`config.mk`:
```
export PLATFORM = sky130hd
export DESIGN_NAME = pcie_cpl_tag_tracker
export DESIGN_NICKNAME = d
export VERILOG_FILES = /design/src/rtl/pcie_cpl_tag_tracker.sv
export SDC_FILE = /design/constraint.sdc
export NUM_CORES = 2
export LEC_CHECK = 0
export BUFFER_PORTS_ARGS = -buffer_cell sky130_fd_sc_hd__buf_2
export CORE_UTILIZATION = 63
export DETAILED_ROUTE_END_ITERATION = 7
export PLACE_DENSITY = 0.84
export SLEW_MARGIN = 15
export SYNTH_ARGS = -nofsm -noshare
export SYNTH_HDL_FRONTEND = slang
export SYNTH_SLANG_ARGS = --single-unit
```
`constraint.sdc`:
```
create_clock -name clk -period 7.1 [get_ports clk]
set_input_delay 2.13 -clock clk [delete_from_list [all_inputs] [get_ports clk]]
set_output_delay 2.13 -clock clk [all_outputs]
set_load 0.1 [all_outputs]
```
`src/rtl/pcie_cpl_tag_tracker.sv`:
```
// -----------------------------------------------------------------------------
// pcie_cpl_tag_tracker
//
// Tracks outstanding PCIe read requests by tag. Each completion is annotated
// with the request's user context and its byte offset within the request.
// When the final completion of a request arrives, the tag is retired and
// handed back to the tag allocator.
//
// Ports
//   clk, rst_n            : clock, asynchronous active-low reset
//   s_req_*               : issued read request (tag, byte count, context);
//                           always ready
//   s_cpl_*               : received completion (tag, payload bytes)
//   m_cpl_*               : annotated completion (tag, ctx, offset, last, err),
//                           registered, one cycle after acceptance
//   m_tag_free_*          : retired tag returned to the allocator
//   outstanding           : number of currently active tags
//   err_sticky            : any protocol error seen since reset
// -----------------------------------------------------------------------------
module pcie_cpl_tag_tracker #(
    parameter int PCIE_TAG_BITS = 5,
    parameter int CTX_WIDTH     = 16,
    parameter int BC_BITS       = 13
) (
    input  logic                     clk,
    input  logic                     rst_n,
    input  logic [PCIE_TAG_BITS-1:0] s_req_tag,
    input  logic [BC_BITS-1:0]       s_req_bytes,
    input  logic [CTX_WIDTH-1:0]     s_req_ctx,
    input  logic                     s_req_valid,
    output logic                     s_req_ready,
    input  logic [PCIE_TAG_BITS-1:0] s_cpl_tag,
    input  logic [BC_BITS-1:0]       s_cpl_bytes,
    input  logic                     s_cpl_valid,
    output logic                     s_cpl_ready,
    output logic [PCIE_TAG_BITS-1:0] m_cpl_tag,
    output logic [CTX_WIDTH-1:0]     m_cpl_ctx,
    output logic [BC_BITS-1:0]       m_cpl_offset,
    output logic                     m_cpl_last,
    output logic                     m_cpl_err,
    output logic                     m_cpl_valid,
    input  logic                     m_cpl_ready,
    output logic [PCIE_TAG_BITS-1:0] m_tag_free_data,
    output logic                     m_tag_free_valid,
    input  logic                     m_tag_free_ready,
    output logic [PCIE_TAG_BITS:0]   outstanding,
    output logic                     err_sticky
);

    localparam int NTAGS = 1 << PCIE_TAG_BITS;
    localparam logic [PCIE_TAG_BITS:0] OUT_ONE = 1;

    // Per-tag table. Only the active bits need reset; the data fields are
    // always rewritten when a tag is (re)activated.
    logic [NTAGS-1:0]     r_active;
    logic [BC_BITS-1:0]   r_remain [NTAGS];
    logic [BC_BITS-1:0]   r_offset [NTAGS];
    logic [CTX_WIDTH-1:0] r_ctx    [NTAGS];

    logic                     r_cpl_valid;
    logic [PCIE_TAG_BITS-1:0] r_cpl_tag;
    logic [CTX_WIDTH-1:0]     r_cpl_ctx;
    logic [BC_BITS-1:0]       r_cpl_offset;
    logic                     r_cpl_last;
    logic                     r_cpl_err;
    logic                     r_free_valid;
    logic [PCIE_TAG_BITS-1:0] r_free_data;
    logic [PCIE_TAG_BITS:0]   r_outstanding;
    logic                     r_err_sticky;

    logic                 w_cpl_ready;
    logic                 w_cpl_fire;
    logic                 w_cpl_active;
    logic [BC_BITS-1:0]   w_cpl_remain;
    logic                 w_cpl_err;
    logic                 w_cpl_last;
    logic                 w_cpl_upd;
    logic                 w_retire;
    logic                 w_req_ok;
    logic                 w_req_err;

    // A completion may only be taken when both output slots can accept a new
    // value this cycle, since a last completion loads both at once.
    assign w_cpl_ready  = (!r_cpl_valid || m_cpl_ready) && (!r_free_valid || m_tag_free_ready);
    assign w_cpl_fire   = s_cpl_valid && w_cpl_ready;

    // All lookups use the table state before this cycle's request is applied.
    assign w_cpl_active = r_active[s_cpl_tag];
    assign w_cpl_remain = r_remain[s_cpl_tag];
    assign w_cpl_err    = !w_cpl_active || (s_cpl_bytes == '0) || (s_cpl_bytes > w_cpl_remain);
    assign w_cpl_last   = !w_cpl_err && (s_cpl_bytes == w_cpl_remain);
    assign w_cpl_upd    = w_cpl_fire && !w_cpl_err;
    assign w_retire     = w_cpl_upd && w_cpl_last;

    // A tag being retired this cycle is still active here, so a request to
    // it is rejected.
    assign w_req_ok     = s_req_valid && !r_active[s_req_tag] && (s_req_bytes != '0);
    assign w_req_err    = s_req_valid && !w_req_ok;

    always_ff @(posedge clk or negedge rst_n) begin
        if (!rst_n) begin
            r_active <= '0;
        end else begin
            if (w_retire) r_active[s_cpl_tag] <= 1'b0;
            if (w_req_ok) r_active[s_req_tag] <= 1'b1;
        end
    end

    // A valid completion needs an active tag and a new request needs an
    // inactive one, so the two writes below never target the same entry.
    always_ff @(posedge clk) begin
        if (w_cpl_upd) begin
            r_remain[s_cpl_tag] <= w_cpl_remain - s_cpl_bytes;
            r_offset[s_cpl_tag] <= r_offset[s_cpl_tag] + s_cpl_bytes;
        end
        if (w_req_ok) begin
            r_remain[s_req_tag] <= s_req_bytes;
            r_offset[s_req_tag] <= '0;
            r_ctx[s_req_tag]    <= s_req_ctx;
        end
    end

    always_ff @(posedge clk or negedge rst_n) begin
        if (!rst_n) begin
            r_cpl_valid   <= 1'b0;
            r_cpl_tag     <= '0;
            r_cpl_ctx     <= '0;
            r_cpl_offset  <= '0;
            r_cpl_last    <= 1'b0;
            r_cpl_err     <= 1'b0;
            r_free_valid  <= 1'b0;
            r_free_data   <= '0;
            r_outstanding <= '0;
            r_err_sticky  <= 1'b0;
        end else begin
            if (w_cpl_fire) begin
                r_cpl_valid  <= 1'b1;
                r_cpl_tag    <= s_cpl_tag;
                r_cpl_ctx    <= r_ctx[s_cpl_tag];
                r_cpl_offset <= r_offset[s_cpl_tag];
                r_cpl_last   <= w_cpl_last;
                r_cpl_err    <= w_cpl_err;
            end else if (m_cpl_ready) begin
                r_cpl_valid  <= 1'b0;
            end

            if (w_retire) begin
                r_free_valid <= 1'b1;
                r_free_data  <= s_cpl_tag;
            end else if (m_tag_free_ready) begin
                r_free_valid <= 1'b0;
            end

            case ({w_req_ok, w_retire})
                2'b10:   r_outstanding <= r_outstanding + OUT_ONE;
                2'b01:   r_outstanding <= r_outstanding - OUT_ONE;
                default: r_outstanding <= r_outstanding;
            endcase

            if (w_req_err || (w_cpl_fire && w_cpl_err)) r_err_sticky <= 1'b1;
        end
    end

    assign s_req_ready      = 1'b1;
    assign s_cpl_ready      = w_cpl_ready;
    assign m_cpl_valid      = r_cpl_valid;
    assign m_cpl_tag        = r_cpl_tag;
    assign m_cpl_ctx        = r_cpl_ctx;
    assign m_cpl_offset     = r_cpl_offset;
    assign m_cpl_last       = r_cpl_last;
    assign m_cpl_err        = r_cpl_err;
    assign m_tag_free_valid = r_free_valid;
    assign m_tag_free_data  = r_free_data;
    assign outstanding      = r_outstanding;
    assign err_sticky       = r_err_sticky;

endmodule

```
==> Word-level counts from Yosys, hierarchy flattened <==
Memory sizes are Yosys's and may differ from the RTL's. A register that Yosys moved wholly into a read port is not among the register bits.
Cells that the tools add are included.
{ "totals": {"ff_bits": 66, "ram_bits": 1344, "in_bits": 58, "out_inout_bits": 52, "wordCells": 75, "mem_count": 3} }
{ "classes": {"n_addsub": 4, "n_lt_le_gt_ge": 5, "n_eq_ne": 3, "n_mux": 19, "bitwise_logic": 3, "n_reduce_logical": 28} }
{ "mem_list": {"columns": ["name", "words", "width", "rd", "rd_ports_with_merged_regs", "write_ports", "line_no", "text"], "rows": [
  ["r_ctx", 32, 16, 1, 1, 1, "58", "logic [CTX_WIDTH-1:0] r_ctx [NTAGS];"],
  ["r_offset", 32, 13, 1, 0, 2, "57", "logic [BC_BITS-1:0] r_offset [NTAGS];"],
  ["r_remain", 32, 13, 1, 0, 2, "56", "logic [BC_BITS-1:0] r_remain [NTAGS];"]
]} }
{ "ops": {"columns": ["op", "n"], "rows": [
  ["2-to-1 mux 32 bit", 2],
  ["bitwise AND 32 bit", 1],
  ["NOT 32 bit", 1],
  ["bitwise OR 32 bit", 1],
  ["adder 13 bit", 1],
  ["== test 13 bit", 1],
  ["> comparator 13 bit", 1],
  ["zero test 13 bit", 1],
  ["nonzero test 13 bit", 1],
  ["subtractor 13 bit", 1],
  ["less-than comparator 5 x 6 -> 1 bit (second input constant)", 2],
  ["2-to-1 mux 1 bit", 12],
  ["case mux 6 bit (2 select lines)", 1],
  ["logical AND 1 bit", 11],
  ["binary-select mux 1 bit (select 5 bit)", 2],
  ["demux 1 bit (select 5 bit)", 2],
  ["greater-or-equal comparator 5 x 1 -> 1 bit (second input constant)", 2],
  ["zero test 1 bit", 7],
  ["adder 6 x 1 -> 6 bit (second input constant)", 1],
  ["nonzero test 2 bit", 3],
  ["subtractor 6 x 1 -> 6 bit (second input constant)", 1],
  ["logical OR 1 bit", 5],
  ["== test 2 x 1 -> 1 bit (second input constant)", 1],
  ["== test 2 bit (second input constant)", 1]
]} }

==> Depth between registers and ports, before layout <==
{ "depth": {"ltp_word": 11, "mapped_depth": 31, "mapped_depth_nobuf": 23} }

==> Worst setup path after synthesis <==
Ideal clock, no wire load.
{ "synth_timing": {"path_kind": "input-to-reg", "startpoint": "input port s_cpl_tag[1]", "endpoint": "register r_outstanding[5], in the netlist outstanding[5]", "setup_time_ps": 161, "arrival_time_ps": 8175, "path_slack_ps": -1236, "stages": 27, "path_cell_list": "buf_2 > buf_2 > buf_2 > buf_2 > buf_1 > buf_1 > buf_1 > mux4_2 > a221oi_1 > o21ai_0 > ha_1 > o21ai_0 > a21oi_1 > o211ai_1 > a21oi_1 > nand3_1 > clkinv_1 > buf_1 > ha_1 > or3b_2 > o21ai_0 > a22o_1 > nor2b_1 > a32oi_1 > o21ai_0 > nor2b_1 > xor2_1"} }
{ "synth_between": {"elab_chain_cells": 10, "word_cells_on_any_way": 16, "cone_classes": "order compare: 1; eq/ne: 3; mux: 3; reduce/logical: 8; memory: 1"} }
{ "synth_rtl": {"columns": ["element", "line_no", "text"], "rows": [
  ["from (decl)", "32", "input logic [PCIE_TAG_BITS-1:0] s_cpl_tag,"],
  ["parallel branches: the longest is 7 deep, another holds memory (32 x 13 bit)", null, null],
  ["logical AND 1 bit *", "93", "assign w_retire = w_cpl_upd && w_cpl_last;"],
  ["net w_retire", "78", "logic w_retire;"],
  ["== test 2 x 1 -> 1 bit or == test 2 bit (tied branches)", "154", "case ({w_req_ok, w_retire})"],
  ["case mux 6 bit (2 select lines) or nonzero test 2 bit (tied branches)", null, null],
  ["to (signal assigned)", "155", "2'b10: r_outstanding <= r_outstanding + OUT_ONE;"],
  ["to (signal assigned)", "156", "2'b01: r_outstanding <= r_outstanding - OUT_ONE;"],
  ["to (signal assigned)", "157", "default: r_outstanding <= r_outstanding;"],
  ["to (decl)", "68", "logic [PCIE_TAG_BITS:0] r_outstanding;"]
]} }
Mark *: on every way through the listed nets, which the timed path passes. The select of a mux whose other input is x is not followed.
A chain may end at the register's enable or synchronous reset.

==> Final worst setup path <==
{ "layout_timing": {"startpoint": "input port s_cpl_tag[0]", "endpoint": "register r_outstanding[5], in the netlist outstanding[5]"} }
{ "layout_between": {"elab_chain_cells": 10, "word_cells_on_any_way": 16, "cone_classes": "order compare: 1; eq/ne: 3; mux: 3; reduce/logical: 8; memory: 1"} }
{ "layout_rtl": {"columns": ["element", "line_no"], "rows": [
  ["parallel branches: the longest is 7 deep, another holds memory (32 x 13 bit)", null],
  ["logical AND 1 bit *", "93"],
  ["== test 2 x 1 -> 1 bit or == test 2 bit (tied branches)", "154"],
  ["case mux 6 bit (2 select lines) or nonzero test 2 bit (tied branches)", null]
]} }
Every way passes the cells marked *. The select of a mux whose other input is x is not followed.

==> flow_summary.rst <==
.. list-table::
   :header-rows: 1

   * - Metric
     - Value
   * - Combined area of all synthesized cells
     - 0.0615 mm2
   * - Max-cap violation count
     - 0
   * - Hpwl dp
     - 125000 um
   * - CTS Hold Bufs
     - 0
   * - Proportion of layout cells with a drive suffix above 1
     - between 20% and 30%
   * - Hold_sp
     - r_offset[3][9]$_SDFFE_PP0P_
   * - Most used DFF post-synth
     - sky130_fd_sc_hd__edfxtp_1
   * - Number of clock buffers inserted by TritonCTS
     - 142
   * - Vias
     - 45494
   * - Critical Path Sink Type
     - flop
   * - Fmax achieved
     - 144 MHz
   * - Endpoints failing hold
     - 0
   * - Fraction of the cycle the final worst path needs
     - 97.6%
   * - Worst Setup Slack, final
     - between 0.15 and 0.2 ns
   * - Area of the multi-input gates
     - 0.0214 mm2
   * - Die height
     - 314 um
   * - Power per cell area
     - 295 mW/mm2
   * - Category of the most critical setup path
     - in -> reg
   * - Required time at the endpoint of the critical path
     - between 7 and 8 ns
   * - Minimum hold slack
     - 0.462 ns
   * - Final setup violation count
     - 0
   * - Fin area
     - 0.0693 mm2
   * - Setup repair after global routing missed its margin
     - no
   * - Capture endpoint of the worst hold path
     - r_offset[3][9]$_SDFFE_PP0P_
   * - Violations in the final reports
     - design-rule violations
   * - Part of the Yosys area used for sequential elements
     - 62.2%
   * - Total Neg Setup Slack
     - 0 ns
   * - Leak pwr
     - ~24 nW
   * - Instance count along the most critical hold path
     - 2
   * - Gp weighted congestion
     - 1.01
   * - Remaining antenna violation count
     - 0
   * - Startpoint type of the worst setup path
     - primary input
   * - PostCTS Resize Cnt
     - 0
   * - R2r startpoint
     - r_remain[30][11]$_DFFE_PP_
   * - Number of flip-flops and latches in the synthesized netlist
     - ~1400
   * - 1st-pass router iterations
     - 8
   * - Post-Synthesis Net Count
     - 4711
   * - Row count
     - 114
   * - Count of unique library cells instantiated by Yosys
     - 66
   * - Most frequent standard cell in the layout excluding fill and tap cells
     - sky130_fd_sc_hd__edfxtp_1
   * - Placed Instance Area
     - 0.0646 mm2
   * - Maximum fanout encountered on the critical timing path
     - 26
   * - Clock latency reported for the late side of the worst-skew pair
     - just over 0.8 ns
   * - Finished Core Util
     - 71.7%
   * - Number of port buffers
     - 108
   * - First-pass GRT wire length
     - 301000 um
   * - Data arrival time of the worst path
     - 7.65 ns
   * - Synthesized instance count
     - 4623
   * - Avg WL per Cell
     - 34.4 um
   * - Worst vdd ir
     - 0.000276 V
   * - Post-Route Skew
     - approximately 0.043 ns
   * - Worst slew margin relative to its limit
     - 23.0%
   * - Critical register-to-register path endpoint
     - outstanding[5]$_DFFE_PN0P_
   * - Syn Area/Cell
     - 13.3 um2
   * - Sink count of the clock tree
     - roughly 1400
   * - Core region area
     - 0.0967 mm2
   * - Area taken by flip-flops and latches
     - 0.0382 mm2
   * - Dpl ws
     - approximately 0.11 ns
   * - Tightest Pin Transition
     - 1.15 ns
   * - Via-per-instance ratio
     - around 7.4
   * - Initial antenna violation count
     - 20
   * - Slowest stage delay, CP
     - approximately 0.7 ns
   * - Root Buffer
     - sky130_fd_sc_hd__clkbuf_16
   * - Postcts setup bufs
     - 0
   * - Buffer depth of the longest clock path
     - 3
   * - Area growth from synthesis to layout
     - 12.8%
   * - Clock transition at the registers of the reported paths
     - 0.06 ns
   * - Final WL
     - 211000 um
   * - Gr usage total
     - 42.8%
   * - Worst min path class
     - reg -> reg
   * - Slowest stage cell on the critical path
     - sky130_fd_sc_hd__a22oi_1
   * - Most frequent cells in the layout
     - sky130_fd_sc_hd__edfxtp_1 (928), sky130_fd_sc_hd__o21ai_0 (608), sky130_fd_sc_hd__nand2_1 (600)
   * - Result of the run
     - finished with violations
   * - Grt total ovfl
     - 0
   * - Maximum number of pins on one net before global-route repair
     - 80
   * - Final period demand of the worst path
     - just under 7 ns
   * - Path depth of the worst reg2reg path
     - 21
   * - Total number of yosys warnings
     - 0
   * - Io pins
     - 110
   * - Number of nets at the end of the flow
     - around 4800
   * - Crit path top cell by count
     - sky130_fd_sc_hd__o21ai_0
   * - Number of global-route vias before repair
     - approximately 44000
   * - DRC violations left
     - 37
   * - Clock tree from TritonCTS
     - yes
   * - Cell chain of the critical path
     - buf_8, buf_12, mux4_2, a22oi_1, o21ai_0, a21o_1, ha_1, nand4_1, nor2_1, o211ai_1, a21oi_2, nand3_1, buf_12, clkinv_2, ha_4, or3b_2, o21ai_0, a22o_1, nor2b_1, a32oi_1, o21ai_0, nor2b_2, xor2_1
   * - Drt first-iter violations
     - 8085
   * - Die Footprint
     - ~0.1 mm2
   * - Count of fill cells added during filler insertion
     - around 5800
   * - H-tree depth reported by CTS
     - 4
   * - Initial core utilization
     - 63.6%
   * - Die Wd
     - about 310 um
   * - Count of flip-flops with a built-in enable after synthesis
     - 928
   * - Flop2flop setup slack
     - 1.75 ns
   * - Slew Viols, Final
     - 0
   * - Proportion of register bits with asynchronous set or reset after synthesis
     - 5.75%
==> critical path: cells and delay by family <==
family | cells | cell delay (ns)
compound gates | 9 | 2.14
simple gates | 6 | 1.36
buf+inv | 4 | 0.80
mux | 1 | 0.54
fa+ha+maj | 2 | 0.50
xor+xnor | 1 | 0.14
==> metal layers <==
| layer | wire, um | vias up | global-route usage (%) |
|---|---|---|---|
| met5 | 269 | - | 0.870 |
| met4 | 20600 | 20 | 34.5 |
| met3 | 32700 | 1316 | 15.9 |
| met2 | 92300 | 4613 | 62.7 |
| met1 | 64900 | 21734 | 50.8 |
| li1 | - | 17811 | - |
==> synth_stat cells, types with 8 or more instances <==
library cell / instances / area (um2)
sky130_fd_sc_hd__nor4_1: 25 / 156
sky130_fd_sc_hd__nand4_1: 35 / 219
sky130_fd_sc_hd__o21ai_1: 23 / 115
sky130_fd_sc_hd__dfrtp_1: 82 / 2050
sky130_fd_sc_hd__nor3_1: 15 / 75.1
sky130_fd_sc_hd__nor2b_1: 12 / 75.1
sky130_fd_sc_hd__inv_1: 61 / 229
sky130_fd_sc_hd__mux4_2: 343 / 7720
sky130_fd_sc_hd__o22ai_1: 9 / 56.3
sky130_fd_sc_hd__buf_1: 48 / 180
sky130_fd_sc_hd__xnor2_1: 20 / 175
sky130_fd_sc_hd__a221oi_1: 16 / 140
sky130_fd_sc_hd__buf_6: 8 / 90.1
sky130_fd_sc_hd__a21oi_1: 76 / 380
sky130_fd_sc_hd__a21o_1: 27 / 203
sky130_fd_sc_hd__mux2i_1: 76 / 761
sky130_fd_sc_hd__xor2_1: 19 / 166
sky130_fd_sc_hd__o21ai_0: 608 / 3040
sky130_fd_sc_hd__o2bb2ai_1: 15 / 131
sky130_fd_sc_hd__buf_2: 65 / 325
sky130_fd_sc_hd__clkbuf_1: 311 / 1170
sky130_fd_sc_hd__ha_1: 28 / 350
sky130_fd_sc_hd__nand2_1: 601 / 2260
sky130_fd_sc_hd__nand3_1: 214 / 1070
sky130_fd_sc_hd__mux2_2: 13 / 146
sky130_fd_sc_hd__a22o_1: 208 / 1820
sky130_fd_sc_hd__or2_2: 14 / 87.6
sky130_fd_sc_hd__edfxtp_1: 928 / 27900
sky130_fd_sc_hd__a22oi_1: 72 / 541
sky130_fd_sc_hd__nor2_1: 89 / 334
sky130_fd_sc_hd__nand2b_1: 15 / 93.8
sky130_fd_sc_hd__inv_2: 8 / 30.0
sky130_fd_sc_hd__o31ai_1: 29 / 218
sky130_fd_sc_hd__dfxtp_1: 416 / 8330
==> state kept, by name (all words and copies together) (netlist names), 5 cells and up <==
signal,flops
m_cpl_ctx,16
m_cpl_offset,13
m_cpl_tag,5
m_tag_free_data,5
outstanding,6
r_active,32
r_ctx,512
r_offset,416
r_remain,416
==> layout make-up <==
class / count / share of cell area, %
antenna: 16 / 0.0577
clock buffer: 189 / 5.60
clock inverter: 70 / 1.18
inverter: 72 / 0.395
multi-input combinational: 2682 / 30.9
sequential: 1426 / 55.2
tap: 1276 / 2.30
timing repair buffer: 392 / 4.41
==> stage by stage <==
step                      instances  power, mW
after floorplan                4623       11.8
after global placement         5848       12.6
after detailed placement       5848       12.8
after CTS                      6107       20.3
after global routing           6117       20.9
final                          6123       20.4
==> report_power, final <==
group | switching [mW] | leakage (nW) | internal, mW
registers | 0.229 | 12.7 | 9.44
logic | 2.07 | 9.00 | 1.02
clock network | 3.38 | 2.29 | 4.30
==> cells by family (layout without fill, tap and decap cells) <==
group	Yosys count	in the layout	share of synthesized area [%]
AO/OA/AOI/OAI	1117	1117	11.3
XOR/XNOR	39	39	0.556
adder cells (fa/ha/maj)	30	30	0.635
buffers and inverters	515	723	3.43
flip-flops	1426	1426	62.2
multiplexers	432	432	14.0
other	1	17	0.00610
AND/OR/NAND/NOR	1063	1063	7.82
==> how the worst max path moves through the flow <==
stage / from / endpoint / slack, ns / cells past startpoint
after global routing: s_cpl_tag[0] / outstanding[5]$_DFFE_PN0P_ / 0.09 / 23
final: s_cpl_tag[0] / outstanding[5]$_DFFE_PN0P_ / 0.17 / 23
after floorplan: s_cpl_tag[0] / outstanding[5]$_DFFE_PN0P_ / 0.03 / 27
after global placement: s_cpl_tag[0] / outstanding[5]$_DFFE_PN0P_ / 0.17 / 23
after CTS: s_cpl_tag[0] / outstanding[5]$_DFFE_PN0P_ / 0.73 / 23
after detailed placement: s_cpl_tag[0] / outstanding[5]$_DFFE_PN0P_ / 0.11 / 23
No activity file was read; power rests on OpenSTA's default activity.
